--- src/rtl/mitll_pulse_splitter_pkg.sv ---
// Shared constants and types for the RSFQ splitter model.
// Delay-line depth, separation-counter sizing and parameter defaults.
package mitll_splitter_pkg;

    localparam int DELAY_MAX = 64;

    localparam int SEP_W = 8;
    typedef logic [SEP_W-1:0] sep_cnt_t;
    localparam sep_cnt_t SEP_SAT = '1;

    localparam int DEFAULT_DELAY1  = 5;
    localparam int DEFAULT_DELAY2  = 5;
    localparam int DEFAULT_MIN_SEP = 3;

    function automatic sep_cnt_t sep_inc(input sep_cnt_t cnt);
        return (cnt == SEP_SAT) ? cnt : cnt + 1'b1;
    endfunction

endpackage

--- src/rtl/mitll_pulse_splitter_if.sv ---
// Pulse bus of the splitter: one transition-encoded input, two copies out,
// plus the separation-violation flag.
interface mitll_pulse_splitter_if;

    logic in;
    logic out1;
    logic out2;
    logic viol;

    modport master (output in, input out1, input out2, input viol);
    modport slave  (input in, output out1, output out2, output viol);

endinterface

--- src/rtl/mitll_pulse_delay.sv ---
// Single-bit event delay line; the output register toggles once for every
// event that reaches the end of the line, DELAY cycles after it entered.
module mitll_pulse_delay
    import mitll_splitter_pkg::*;
#(
    parameter int DELAY = DEFAULT_DELAY1
) (
    input  logic clk,
    input  logic rst_n,
    input  logic ev,
    output logic pulse
);

    logic [DELAY-1:0] line;

    if (DELAY == 1) begin : g_line_one
        always_ff @(posedge clk) begin
            if (!rst_n) line <= '0;
            else        line <= ev;
        end
    end else begin : g_line_shift
        always_ff @(posedge clk) begin
            if (!rst_n) line <= '0;
            else        line <= {line[DELAY-2:0], ev};
        end
    end

    always_ff @(posedge clk) begin
        if (!rst_n) pulse <= 1'b0;
        else        pulse <= pulse ^ line[DELAY-1];
    end

endmodule

--- src/rtl/mitll_pulse_splitter.sv ---
// RSFQ splitter model: duplicates each input transition onto out1/out2 with
// independent fixed delays. MITLL_SPLITTER_TIMING_CHECK_EN enables viol.
module mitll_pulse_splitter
    import mitll_splitter_pkg::*;
#(
    parameter int DELAY1  = DEFAULT_DELAY1,
    parameter int DELAY2  = DEFAULT_DELAY2,
    parameter int MIN_SEP = DEFAULT_MIN_SEP
) (
    input  logic                   clk,
    input  logic                   rst_n,
    mitll_pulse_splitter_if.slave  bus
);

    if (DELAY1 < 1 || DELAY1 > DELAY_MAX) begin : g_bad_delay1
        $error("DELAY1 out of range 1..%0d", DELAY_MAX);
    end
    if (DELAY2 < 1 || DELAY2 > DELAY_MAX) begin : g_bad_delay2
        $error("DELAY2 out of range 1..%0d", DELAY_MAX);
    end
    if (MIN_SEP < 1 || MIN_SEP > 255) begin : g_bad_min_sep
        $error("MIN_SEP out of range 1..255");
    end

    logic in_q;
    logic ev;

    // Loading in_q during reset too means a level held across release is not an event.
    always_ff @(posedge clk) begin
        in_q <= bus.in;
    end

    assign ev = (bus.in ^ in_q) & rst_n;

    mitll_pulse_delay #(.DELAY(DELAY1)) u_delay1 (
        .clk   (clk),
        .rst_n (rst_n),
        .ev    (ev),
        .pulse (bus.out1)
    );

    mitll_pulse_delay #(.DELAY(DELAY2)) u_delay2 (
        .clk   (clk),
        .rst_n (rst_n),
        .ev    (ev),
        .pulse (bus.out2)
    );

`ifdef MITLL_SPLITTER_TIMING_CHECK_EN
    localparam sep_cnt_t MIN_SEP_C = sep_cnt_t'(MIN_SEP);

    sep_cnt_t sep_cnt;
    logic     viol_q;

    // sep_cnt holds the distance back to the previous event as seen at this edge.
    always_ff @(posedge clk) begin
        if (!rst_n) begin
            sep_cnt <= SEP_SAT;
            viol_q  <= 1'b0;
        end else if (ev) begin
            sep_cnt <= sep_cnt_t'(1);
            viol_q  <= (sep_cnt < MIN_SEP_C);
        end else begin
            sep_cnt <= sep_inc(sep_cnt);
            viol_q  <= 1'b0;
        end
    end

    assign bus.viol = viol_q;
`else
    assign bus.viol = 1'b0;
`endif

endmodule

--- src/flat_wrapper.sv ---
// flat-port wrapper written by rule: the top's interface ports become plain ports
module mitll_pulse_splitter_flat import mitll_splitter_pkg::*;
#(
    parameter int DELAY1  = DEFAULT_DELAY1,
    parameter int DELAY2  = DEFAULT_DELAY2,
    parameter int MIN_SEP = DEFAULT_MIN_SEP
)
  (clk, rst_n, bus_in, bus_out1, bus_out2, bus_viol);
  mitll_pulse_splitter_if bus_i ();
  input  logic clk;
  input  logic rst_n;
  input wire logic [$bits(bus_i.in)-1:0] bus_in;
  output wire logic [$bits(bus_i.out1)-1:0] bus_out1;
  output wire logic [$bits(bus_i.out2)-1:0] bus_out2;
  output wire logic [$bits(bus_i.viol)-1:0] bus_viol;
  assign bus_i.in = bus_in;
  assign bus_out1 = bus_i.out1;
  assign bus_out2 = bus_i.out2;
  assign bus_viol = bus_i.viol;
  mitll_pulse_splitter #(.DELAY1(DELAY1), .DELAY2(DELAY2), .MIN_SEP(MIN_SEP)) u_core (.clk(clk), .rst_n(rst_n), .bus(bus_i));
endmodule
--- config.mk ---
export PLATFORM = sky130hd
export DESIGN_NAME = mitll_pulse_splitter_flat
export DESIGN_NICKNAME = d
export VERILOG_FILES = /design/src/rtl/mitll_pulse_splitter_pkg.sv /design/src/rtl/mitll_pulse_splitter_if.sv /design/src/rtl/mitll_pulse_delay.sv /design/src/rtl/mitll_pulse_splitter.sv /design/src/flat_wrapper.sv
export SDC_FILE = /design/constraint.sdc
export NUM_CORES = 1
export LEC_CHECK = 0
export CAP_MARGIN = 20
export CORE_AREA = 2 2 39 41
export CTS_CLUSTER_DIAMETER = 50
export DETAILED_ROUTE_END_ITERATION = 8
export DIE_AREA = 0 0 41 43
export SETUP_SLACK_MARGIN = 0.2
export SLEW_MARGIN = 20
export SYNTH_ARGS = -nofsm -noshare
export SYNTH_HDL_FRONTEND = slang
export SYNTH_SLANG_ARGS = --single-unit
--- constraint.sdc ---
create_clock -name clk -period 1.25 [get_ports clk]
set_input_delay 0.25 -clock clk [delete_from_list [all_inputs] [get_ports clk]]
set_output_delay 0.25 -clock clk [all_outputs]
set_load 0.005 [all_outputs]
Word level (Yosys, flattened, before mapping)
Index checks and enable logic that the tools add are counted.
{ "totals": {"inputBits": 3, "out_inout_bits": 3, "elab_cells": 9, "ff_bits": 13} }
{ "classes": {"n_bitwise": 4} }
{ "op_table": {"columns": ["operator", "count"], "rows": [
  ["bitwise XOR 1 bit", 3],
  ["AND 1 bit", 1]
]} }

Longest topological paths before layout
Gate-level depths: netlist of run 1.
{ "depth": {"word_depth": 2, "mapped_depth": 2, "depth_no_buf": 2} }

Hierarchy
A second synthesis of run 1 with hierarchy kept.
{ "unflattened": {"cells_unflattened": 31, "hier_area_um2": 379.1} }
{ "by_module_without_submodules": {"columns": ["module", "seq_area_each_um2", "cells_each", "area_each_um2", "n_inst"], "rows": [
  ["mitll_pulse_delay", 120.1, 13, 166.4, 2],
  ["mitll_pulse_splitter", 20.0, 5, 46.3, 1]
]} }

Worst setup path after synthesis of run 1
No wires, ideal clock.
{ "synth_timing": {"kind": "register to register", "from": "reg u_core.u_delay2.pulse", "to": "reg u_core.u_delay2.pulse", "required_ps": 1135, "setup_ps": 115, "path_buffers": 0, "path_stages_with_launch": 3, "arrival_ps": 592, "slack_ps": 543, "period_less_slack_ps": 707, "path_cell_list": "dfxtp_1 > xor2_1 > and2_1"} }
{ "synth_between": {"elab_chain_len": 1} }
{ "synth_rtl": {"columns": ["element", "line_no", "rtl"], "rows": [
  ["from (decl)", "mitll_pulse_delay.sv:11", "output logic pulse"],
  ["from (signal assigned)", "mitll_pulse_delay.sv:30", "else pulse <= pulse ^ line[DELAY-1];"],
  ["bitwise XOR 1 bit", "mitll_pulse_delay.sv:30", null]
]} }
No other way between the ends.
A chain may end at the register's enable or synchronous reset.

Worst setup path in the final report of run 1
{ "layout_timing": {"from": "reg u_core.u_delay1.pulse", "to": "out bus_out1"} }
{ "layout_rtl": {"columns": ["element", "line_no", "rtl"], "rows": [
  ["from (decl)", "mitll_pulse_delay.sv:11", null],
  ["from (signal assigned)", "mitll_pulse_delay.sv:30", null],
  ["to (decl)", "flat_wrapper.sv:13", "output wire logic [$bits(bus_i.out1)-1:0] bus_out1;"]
]} }
No word-level cell between the ends.

==> results of run 1 <==
[cells by family (layout without fill, tap and decap cells)]
kind of cell	Yosys count	in the layout
other	1	1
and+or+nand+nor	7	7
DFF	8	8
buffers and inverters	1	8
xor gates and xnor gates	3	3
[path summary, 6_finish.rpt]
kind	cells after the start	to
setup reg to reg	3	u_core.u_delay1.pulse$_SDFF_PN0_
hold reg to reg	1	u_core.u_delay2.line[1]$_SDFF_PN0_
hold / removal	1	u_core.u_delay2.line[1]$_SDFF_PN0_
setup / recovery	1	bus_out1
[what timing repair did]
| item | 4_1_cts | 5_1_grt |
|---|---|---|
| resized for setup | 5 | 2 |
| pin swaps | 0 | 0 |
| setup endpoints to repair | 2 | 2 |
| buffers inserted | 1 | 0 |
[placed cells by master, fill, tap and decap left out]
cell,instances
buf_4,1
clkdlybuf4s50_1,2
clkbuf_2,1
clkbuf_4,3
clkdlybuf4s15_1,1
and2_1,7
conb_1,1
dfxtp_1,6
xor2_1,3
dfxtp_2,2
[sequential cells by signal, summed over array words and instances, names as in the netlist]
| name | cells |
|---|---|
| u_core.u_delay1.pulse | 1 |
| u_core.u_delay2.pulse | 1 |
| u_core.u_delay2.line | 3 |
| u_core.in_q | 1 |
| u_core.u_delay1.line | 2 |
[where the power goes]
| group | leakage [nW] | internal, mW | switching, mW | total, mW |
|---|---|---|---|---|
| Clock | 0.0138 | 0.109 | 0.0806 | 0.190 |
| Combinational | 0.0690 | 0.0123 | 0.00637 | 0.0187 |
| Sequential | 0.0664 | 0.265 | 0.00248 | 0.267 |
| Total | 0.149 | 0.386 | 0.0894 | 0.476 |
[routing by layer]
metal	track usage, %	wire length (um)
met1	4.84	123
met2	6.25	119
met3	7.85	48
met4	2.00	0
met5	0	0
[layout make-up]
type	count	area (sq um)	share of cell area (%)
Multi-Input combinational cell	11	73.8	23.0
Clock buffer	3	22.5	7.00
Sequential cell	8	163	50.6
Tap cell	16	20.0	6.23
Timing Repair Buffer	5	42.5	13.2
[stage by stage]
stage	total power, mW	hold slack, ns
global placement	0.291	0.414
CTS	0.491	0.436
global route	0.517	0.451
finish	0.476	0.430
detailed placement	0.291	0.422
floorplan	0.282	0.278
==> qor.csv, run 1 <==
stage;metric;value;unit
critical_path;crit_path_start_kind;register;
critical_path;crit_start;u_core.u_delay1.pulse$_SDFF_PN0_;
clock_network;numCtsBuffers;3;
logic_synthesis;synthesis.instances;20;
logic_synthesis;synth-seq-cells;8;
route;vias_per_cell;3.35;
logic_synthesis;syn_area;241;sq um
route;drt_first_iter_violations;3;
final_layout;post-route-util;23.2;%
clock_network;ctsHoldBuffers;0;
place;dpl-instance-area;294;sq um
critical_path;critPathMaxFanout;2;
logic_synthesis;syn_avg_cell_area;12.1;sq um
power;irDropWorstVdd;493;uV
critical_path;worst_setup_path_end_kind;output port;
hold_path;hold_path_class;reg -> reg;
clock_network;cts.path.max_buffers;2;
logic_synthesis;yosys-top-cells-area;dfxtp_1, and2_1, xor2_1;
logic_synthesis;synth-xor-area-share;10.9;%
route;drtPass1Iterations;2;
critical_path;slowest_stage;dfxtp_2;
logic_synthesis;synth.distinct_cells;5;
timing;setup_viol;0;
timing;period_minus_slack;1.00;ns
critical_path;r2r_setup_slack;0.44;ns
floorplanning;die_w;41;um
logic_synthesis;synth_common_cells;dfxtp_1, and2_1, xor2_1;
run;drv_cap;0;
final_layout;final_area;322;sq um
critical_path;crit_family;flip-flops;
logic_synthesis;async_flop_share;0;%
critical_path;max_stage_delay;0.32;ns
logic_synthesis;synth-main-ff-cell;dfxtp_1;
global_routing;grt_use_total;5.33;%
floorplanning;die_h;43;um
hold_path;min_from;u_core.u_delay2.line[0]$_SDFF_PN0_;
logic_synthesis;yosysTopAreaCell;dfxtp_1;
clock_network;clock_sinks;8;
floorplanning;die_area;1760;sq um
logic_synthesis;synth_mux_area_share;0;%
place;pre_cts_slack;0.161;ns
critical_path;critical_path_class;reg -> out;
critical_path;arrival;0.75;ns
power;power.density;1480;nW/um^2
route;antenna_left;0;
floorplanning;floorplan.initialDensity;17.5;%
route;drc_errors;0;
place;dp.cells;39;
global_routing;antenna_found_initial;0;
logic_synthesis;synthAdderAreaFrac;0;%
timing;finalMaxSlewViolations;0;
place;io_buffers;4;
global_routing;grt_pass1_wl;531;um
logic_synthesis;syn-num-nets;23;
logic_synthesis;yosys.area_share.simple;18.1;%
timing;hold_violations;0;
global_routing;grt_pass1_vias;133;
outcome;status;finished clean;
place;dp_hpwl;203;um
final_layout;synthToLayoutAreaGrowth;33.2;%
global_routing;grt_overflow_total;0;
final_layout;stdcell_count;43;
critical_path;cp.required;1.00;ns
final_layout;drive_gt1_share;25.9;%
timing;fin_tns_setup;0;ns
logic_synthesis;synth.most_common_cell;dfxtp_1;
timing;worst_slack;0.245;ns
timing;rsz0062_at_grt;yes;
clock_network;ctsHtreeMaxLevel;1;
floorplanning;rows;14;
timing;fin_worst_skew;0.000743;ns
logic_synthesis;yosysWarnings;0;
route;drt_wl_total;290;um
route;num_vias;144;
floorplanning;core_area;1380;sq um
critical_path;cp_cell_sequence;clkdlybuf4s15_1;
clock_network;root_buffer;clkbuf_4;
global_routing;grt_start_max_net_pins;8;
logic_synthesis;synth_top_family_by_area;simple AND/OR/NAND/NOR gates;
critical_path;path_buf_inv;1;
logic_synthesis;synth_compound_area_share;0;%
timing;post-route-period-util;80.4;%
clock_network;clk_pin_slew_worst_paths;0.05;ns
floorplanning;io-pin-count;6;
power;leakagePower;0.149;nW
final_layout;finalNetCount;32;
final_layout;n_antenna_cell;0;
final_layout;fillers;155;
clock_network;insertion_delay;0.25;ns
place;place_congestion;0.536;
logic_synthesis;synth_edf_count;0;
critical_path;reg2reg_from;u_core.u_delay1.pulse$_SDFF_PN0_;
clock_network;cts_tree;built;
timing;max_freq;995;MHz
logic_synthesis;synth_top_area_share;66.3;%
logic_synthesis;ys_seq_area_share;66.3;%
route;wire_per_inst;6.74;um
(Power assumes the default switching activity.)
==> run 2, diff against run 1 <==
==> constraint.sdc (replaced) <==
create_clock -name clk -period 0.9 [get_ports clk]
set_input_delay 0.18 -clock clk [delete_from_list [all_inputs] [get_ports clk]]
set_output_delay 0.18 -clock clk [all_outputs]
set_load 0.005 [all_outputs]
==> run 2 against run 1 <==
  * Clock-buffer cell count did not move
  * Register-to-register slack got worse by 0.35 ns
  * First-iteration DRC count fell by 100%
  * Core utilization rose by 0.63 points
  * Hold slack got worse by 0.24 ns
  * Critical path type unchanged
  * Largest cell class unchanged
==> qor.csv, run 2 (synthesis results as in run 1) <==
stage;metric;value;unit;change
outcome;status;finished clean;;
timing;period_minus_slack;0.849;ns;
place;io_buffers;4;;unchanged
final_layout;final_cell_mix;and2_1, dfxtp_2, dfxtp_1;;
timing;finalMaxSlewViolations;0;;unchanged
critical_path;critical_path_class;reg -> out;;
route;drc_errors;0;;unchanged
timing;fin_worst_skew;0.000340;ns;-0.000403 ns
floorplanning;die_area;1760;sq um;unchanged
critical_path;slowest_stage;dfxtp_2;;
final_layout;top_regs;u_core.u_delay2.line (3), u_core.u_delay1.line (2);;
final_layout;largest_register_ffs;3;;unchanged
clock_network;cts.path.max_buffers;2;;unchanged
clock_network;clock_sinks;8;;unchanged
critical_path;cp.required;0.72;ns;-0.28 ns
floorplanning;rows;14;;unchanged
global_routing;grt_pass1_wl;434;um;-18%
power;irDropWorstVdd;944;uV;+91%
clock_network;root_buffer;clkbuf_4;;
clock_network;ctsHtreeMaxLevel;1;;unchanged
global_routing;grt_use_total;4.44;%;-0.89 points
critical_path;crit_family;flip-flops;;
timing;rsz0062_at_grt;yes;;
clock_network;cts_tree;built;;
route;drt_first_iter_violations;0;;-3
route;wire_per_inst;6.43;um;-4.6%
floorplanning;die_h;43;um;unchanged
clock_network;numCtsBuffers;3;;unchanged
timing;holdWs;0.194;ns;-0.236 ns
power;leakagePower;0.160;nW;+7.5%
global_routing;grt_start_max_net_pins;8;;unchanged
route;antenna_left;0;;unchanged
critical_path;max_stage_delay;0.31;ns;about the same
global_routing;grt_pass1_vias;122;;-8.3%
hold_path;hold_path_class;in -> reg;;
floorplanning;floorplan.initialDensity;17.5;%;unchanged
critical_path;crit_path_start_kind;register;;
route;drtPass1Iterations;1;;-1
floorplanning;core_area;1380;sq um;unchanged
critical_path;critPathMaxFanout;2;;unchanged
critical_path;worst_setup_path_end_kind;output port;;
timing;max_freq;1180;MHz;
timing;hold_violations;0;;unchanged
place;dp_hpwl;200;um;-1.6%
power;power.density;1980;nW/um^2;+34%
timing;fin_tns_setup;0;ns;unchanged
place;place_congestion;0.524;;-2.1%
final_layout;finalNetCount;33;;+3.1%
clock_network;ctsHoldBuffers;0;;unchanged
final_layout;synthToLayoutAreaGrowth;36.8;%;
clock_network;clk_pin_slew_worst_paths;0.05;ns;about the same
final_layout;n_antenna_cell;0;;unchanged
route;num_vias;142;;-1.4%
global_routing;antenna_found_initial;0;;unchanged
critical_path;cp_cell_sequence;buf_2;;
floorplanning;io-pin-count;6;;unchanged
final_layout;regMostFlops;u_core.u_delay2.line;;
global_routing;grt_overflow_total;0;;unchanged
critical_path;path_buf_inv;1;;unchanged
final_layout;final_common_cell;and2_1;;
timing;setup_viol;0;;unchanged
clock_network;insertion_delay;0.24;ns;about the same
timing;post-route-period-util;94.3;%;
route;drt_wl_total;283;um;-2.4%
route;vias_per_cell;3.23;;-3.6%
floorplanning;die_w;41;um;unchanged
run;drv_cap;0;;unchanged
final_layout;drive_gt1_share;39.3;%;+13 points
critical_path;arrival;0.67;ns;-0.08 ns
[run 2: cell types whose count changed in the layout (fill, tap and decap cells not counted), moves of 2 or more]
cell,change
clkdlybuf4s50_1,-2
dfxtp_1,-2
dfxtp_2,+2
dlygate4sd2_1,+2
[run 2: timing repair]
item	in CTS	in global routing
endpoints found under the setup margin	5	5
pin swaps	1	0
gates resized for setup	12	1
buffers inserted	0	0
[run 2: per-layer routing]
metal	GRT usage, %	part of all wire, %	vias to the layer above
li1	-	-	73
met1	3.59	52	62
met2	4.69	36	5
met3	7.85	11	2
met4	2.00	1.4	0
met5	0	0	-
[run 2: layout make-up]
cell class,count,area [sq um]
Fill cell,157,1050
Tap cell,16,20.0
Timing Repair Buffer,6,48.8
Clock buffer,3,22.5
Multi-Input combinational cell,11,73.8
Sequential cell,8,165
[run 2: path summary, 6_finish.rpt]
check / from / to / slack [ns] / depth (start not counted)
max: u_core.u_delay2.pulse$_SDFF_PN0_ / bus_out2 / 0.05 / 1
min: bus_in / u_core.in_q$_DFF_P_ / 0.19 / 1
max reg2reg: u_core.u_delay2.pulse$_SDFF_PN0_ / u_core.u_delay2.pulse$_SDFF_PN0_ / 0.09 / 3
min reg2reg: u_core.u_delay2.line[0]$_SDFF_PN0_ / u_core.u_delay2.line[1]$_SDFF_PN0_ / 0.43 / 1
[run 2: power by group]
part	total (mW)	switching (mW)	internal, mW
Combinational	0.0246	0.00977	0.0149
Clock	0.258	0.106	0.151
Sequential	0.371	0.00321	0.368
Total	0.654	0.119	0.535
[run 2: per-stage QoR]
step	instances	area [sq um]	util, %	worst slack (ns)	total power, mW
after detailed placement	41	312	22.5	-0.131	0.406
after floorplan	20	244	-	0.216	0.392
after global placement	41	312	22.5	-0.115	0.406
after global routing	44	330	23.9	0.0177	0.692
final	44	330	23.9	0.0515	0.654
after CTS	44	324	23.4	0.0367	0.671
==> RTL edit: new RTL, config.mk and constraints of run 1 <==
The option `MITLL_SPLITTER_TIMING_CHECK_EN` is turned on by a define.
--- a/src/rtl/mitll_pulse_splitter.sv
+++ b/src/rtl/mitll_pulse_splitter.sv
@@ -1,5 +1,7 @@
 // RSFQ splitter model: duplicates each input transition onto out1/out2 with
 // independent fixed delays. MITLL_SPLITTER_TIMING_CHECK_EN enables viol.
+`define MITLL_SPLITTER_TIMING_CHECK_EN
+
 module mitll_pulse_splitter
     import mitll_splitter_pkg::*;
 #(
Function: changed (a bounded check fails within 4 cycles, from zero or initial values and one cycle with rst_n low).
==> RTL edit against run 1 <==
Synthesized cell count rose to 3.2 times the old value. Worst setup slack got worse by 0.23 ns. Routed wire length rose to 4.3 times the old value. Area after synthesis rose to 2.7 times the old value. First-iteration DRC count rose to 5.3 times the old value. Count of clock-buffer cells in the layout did not move. Power rose by 150%. Cell count rose by 130%. Via count rose to 3.7 times the old value. Sequential cell count rose by 9. Sequential share of layout area fell by 11 points. Design area rose to 2.8 times the old value.
==> RTL edit: results (changes against run 1) <==
- Cell depth of the worst flop-to-flop path: 4 (was 3)
- Clk pin slew, worst setup/hold paths: 0.11 ns (was 0.05 ns)
- Switching Power: 0.3373 mW (was 0.08942 mW)
- Largest net degree at the start of global routing: 12 (was 8)
- Maximum vdd drop: 0.7803 mV (was 0.4934 mV)
- Total Nets Final: 89 (was 32)
- Status: finished, final reports clean (unchanged)
- Drt wl/cell: 12.52 um (was 6.744 um)
- Sequential fraction of the synthesis area: 0.5152 (was 0.6632)
- Post-DP HPWL: 840.1 um (was 203.1 um)
- Input/output buffers: 5 (was 4)
- HP Start: bus_in (was u_core.u_delay2.line[0])
- Worst skew pair latency: 0.29 ns (was 0.25 ns)
- Max Clock Skew: 0.005735 ns (was 0.0007435 ns)
- First-pass GRT wire length: 2.076 mm (was 531 um)
- Top cells by count, synth: dfxtp_1, and2_1, nand3_1, o21ai_0, xor2_1 (was dfxtp_1, and2_1, xor2_1)
- Mapped Nets: 68 (was 23)
- Arr. time, crit path: 1.48 ns (was 0.75 ns)
- Reg2reg start: u_core.sep_cnt[1] (was u_core.u_delay1.pulse)
- Largest regs: u_core.sep_cnt: 8 flops, u_core.u_delay2.line: 5 flops (was u_core.u_delay2.line: 3 flops, u_core.u_delay1.line: 2 flops)
- Top cells by area, synth: dfxtp_1, and2_1, xor2_1 (unchanged)
- Global-route usage over all layers: 0.1765 (was 0.05327)
- Via count: 537 (was 144)
- Vias in the first global route: 466 (was 133)
- Leakage power: 0.3797 nW (was 0.1492 nW)
- Worst Path Max Fanout: 3 (was 2)
- Gpl congestion: 0.7757 (was 0.5355)
- Netlist cell types: 25 (was 5)
- Pre-Repair DR Iteration Count: 5 (was 2)
- Worst Hold Class: in -> reg (was reg -> reg)
-- RTL edit: cell families (layout without fill, tap and decap cells) --
logic type	after synthesis	in the layout	share of synthesized area
adder cells (fa/ha/maj)	1	1	0.01894
multiplexers	2	2	0.03030
buffers and inverters	2	22	0.01704
XOR/XNOR	4	4	0.05302
AND/OR/NAND/NOR	26	26	0.2557
AO/OA/AOI/OAI	12	12	0.1098
flip-flops	17	17	0.5152
-- RTL edit: what timing repair did --
item,4_1_cts,5_1_grt
resized for setup,16,13
hold endpoints to repair,0,0
endpoints found under the setup margin,12,10
buffers inserted,2,1
pin swaps,1,7
-- RTL edit: area by class of cell --
cell class / count / area, sq um
fillers: 116 / 489.2
multi-input cells: 45 / 357.8
flip-flops and latches: 17 / 355.3
repair buffers: 17 / 127.6
clock buffers: 3 / 22.52
well taps: 16 / 20.02
clock inverters: 1 / 7.507
inverters: 1 / 3.754
-- RTL edit: final timing paths --
path / endpoint / slack, ns
max: u_core.sep_cnt[5] / 0.01
min: u_core.in_q / 0.24
max reg2reg: u_core.sep_cnt[5] / 0.01
min reg2reg: u_core.u_delay2.line[2] / 0.45
-- RTL edit: metrics by stage --
step           area, sq um    util  std cells  worst slack, ns
2_1_floorplan        683.2       -         64          0.05987
3_5_place_dp         813.3  0.5877         93          -0.2910
3_3_place_gp         813.3  0.5877         93          -0.2597
5_1_grt              894.6  0.6465        100         -0.03929
4_1_cts              853.3  0.6166         99          0.02540
6_report             894.6  0.6465        100          0.01266
-- RTL edit: power groups by stage --
| stage | registers [mW] | clock network, mW | logic, mW |
|---|---|---|---|
| 2_1_floorplan | 0.631 | 0 | 0.129 |
| 3_3_place_gp | 0.631 | 0 | 0.213 |
| 3_5_place_dp | 0.631 | 0 | 0.213 |
| 4_1_cts | 0.622 | 0.311 | 0.215 |
| 5_1_grt | 0.635 | 0.330 | 0.279 |
| 6_report | 0.627 | 0.303 | 0.250 |
-- RTL edit: per-layer routing --
| layer | up-vias | global-route usage | part of all wire |
|---|---|---|---|
| met1 | 253 | 0.2625 | 0.48 |
| met5 | - | 0 | 0 |
| met2 | 12 | 0.2313 | 0.46 |
| li1 | 270 | - | - |
| met4 | 0 | 0.1000 | 0.017 |
| met3 | 2 | 0.03141 | 0.042 |
-- RTL edit: critical path, cell delays in order (launching register included) --
cell and delay (ns):
dfxtp_4 0.38, and3_4 0.19, nand3_2 0.08, or4_1 0.47, nand3_1 0.08
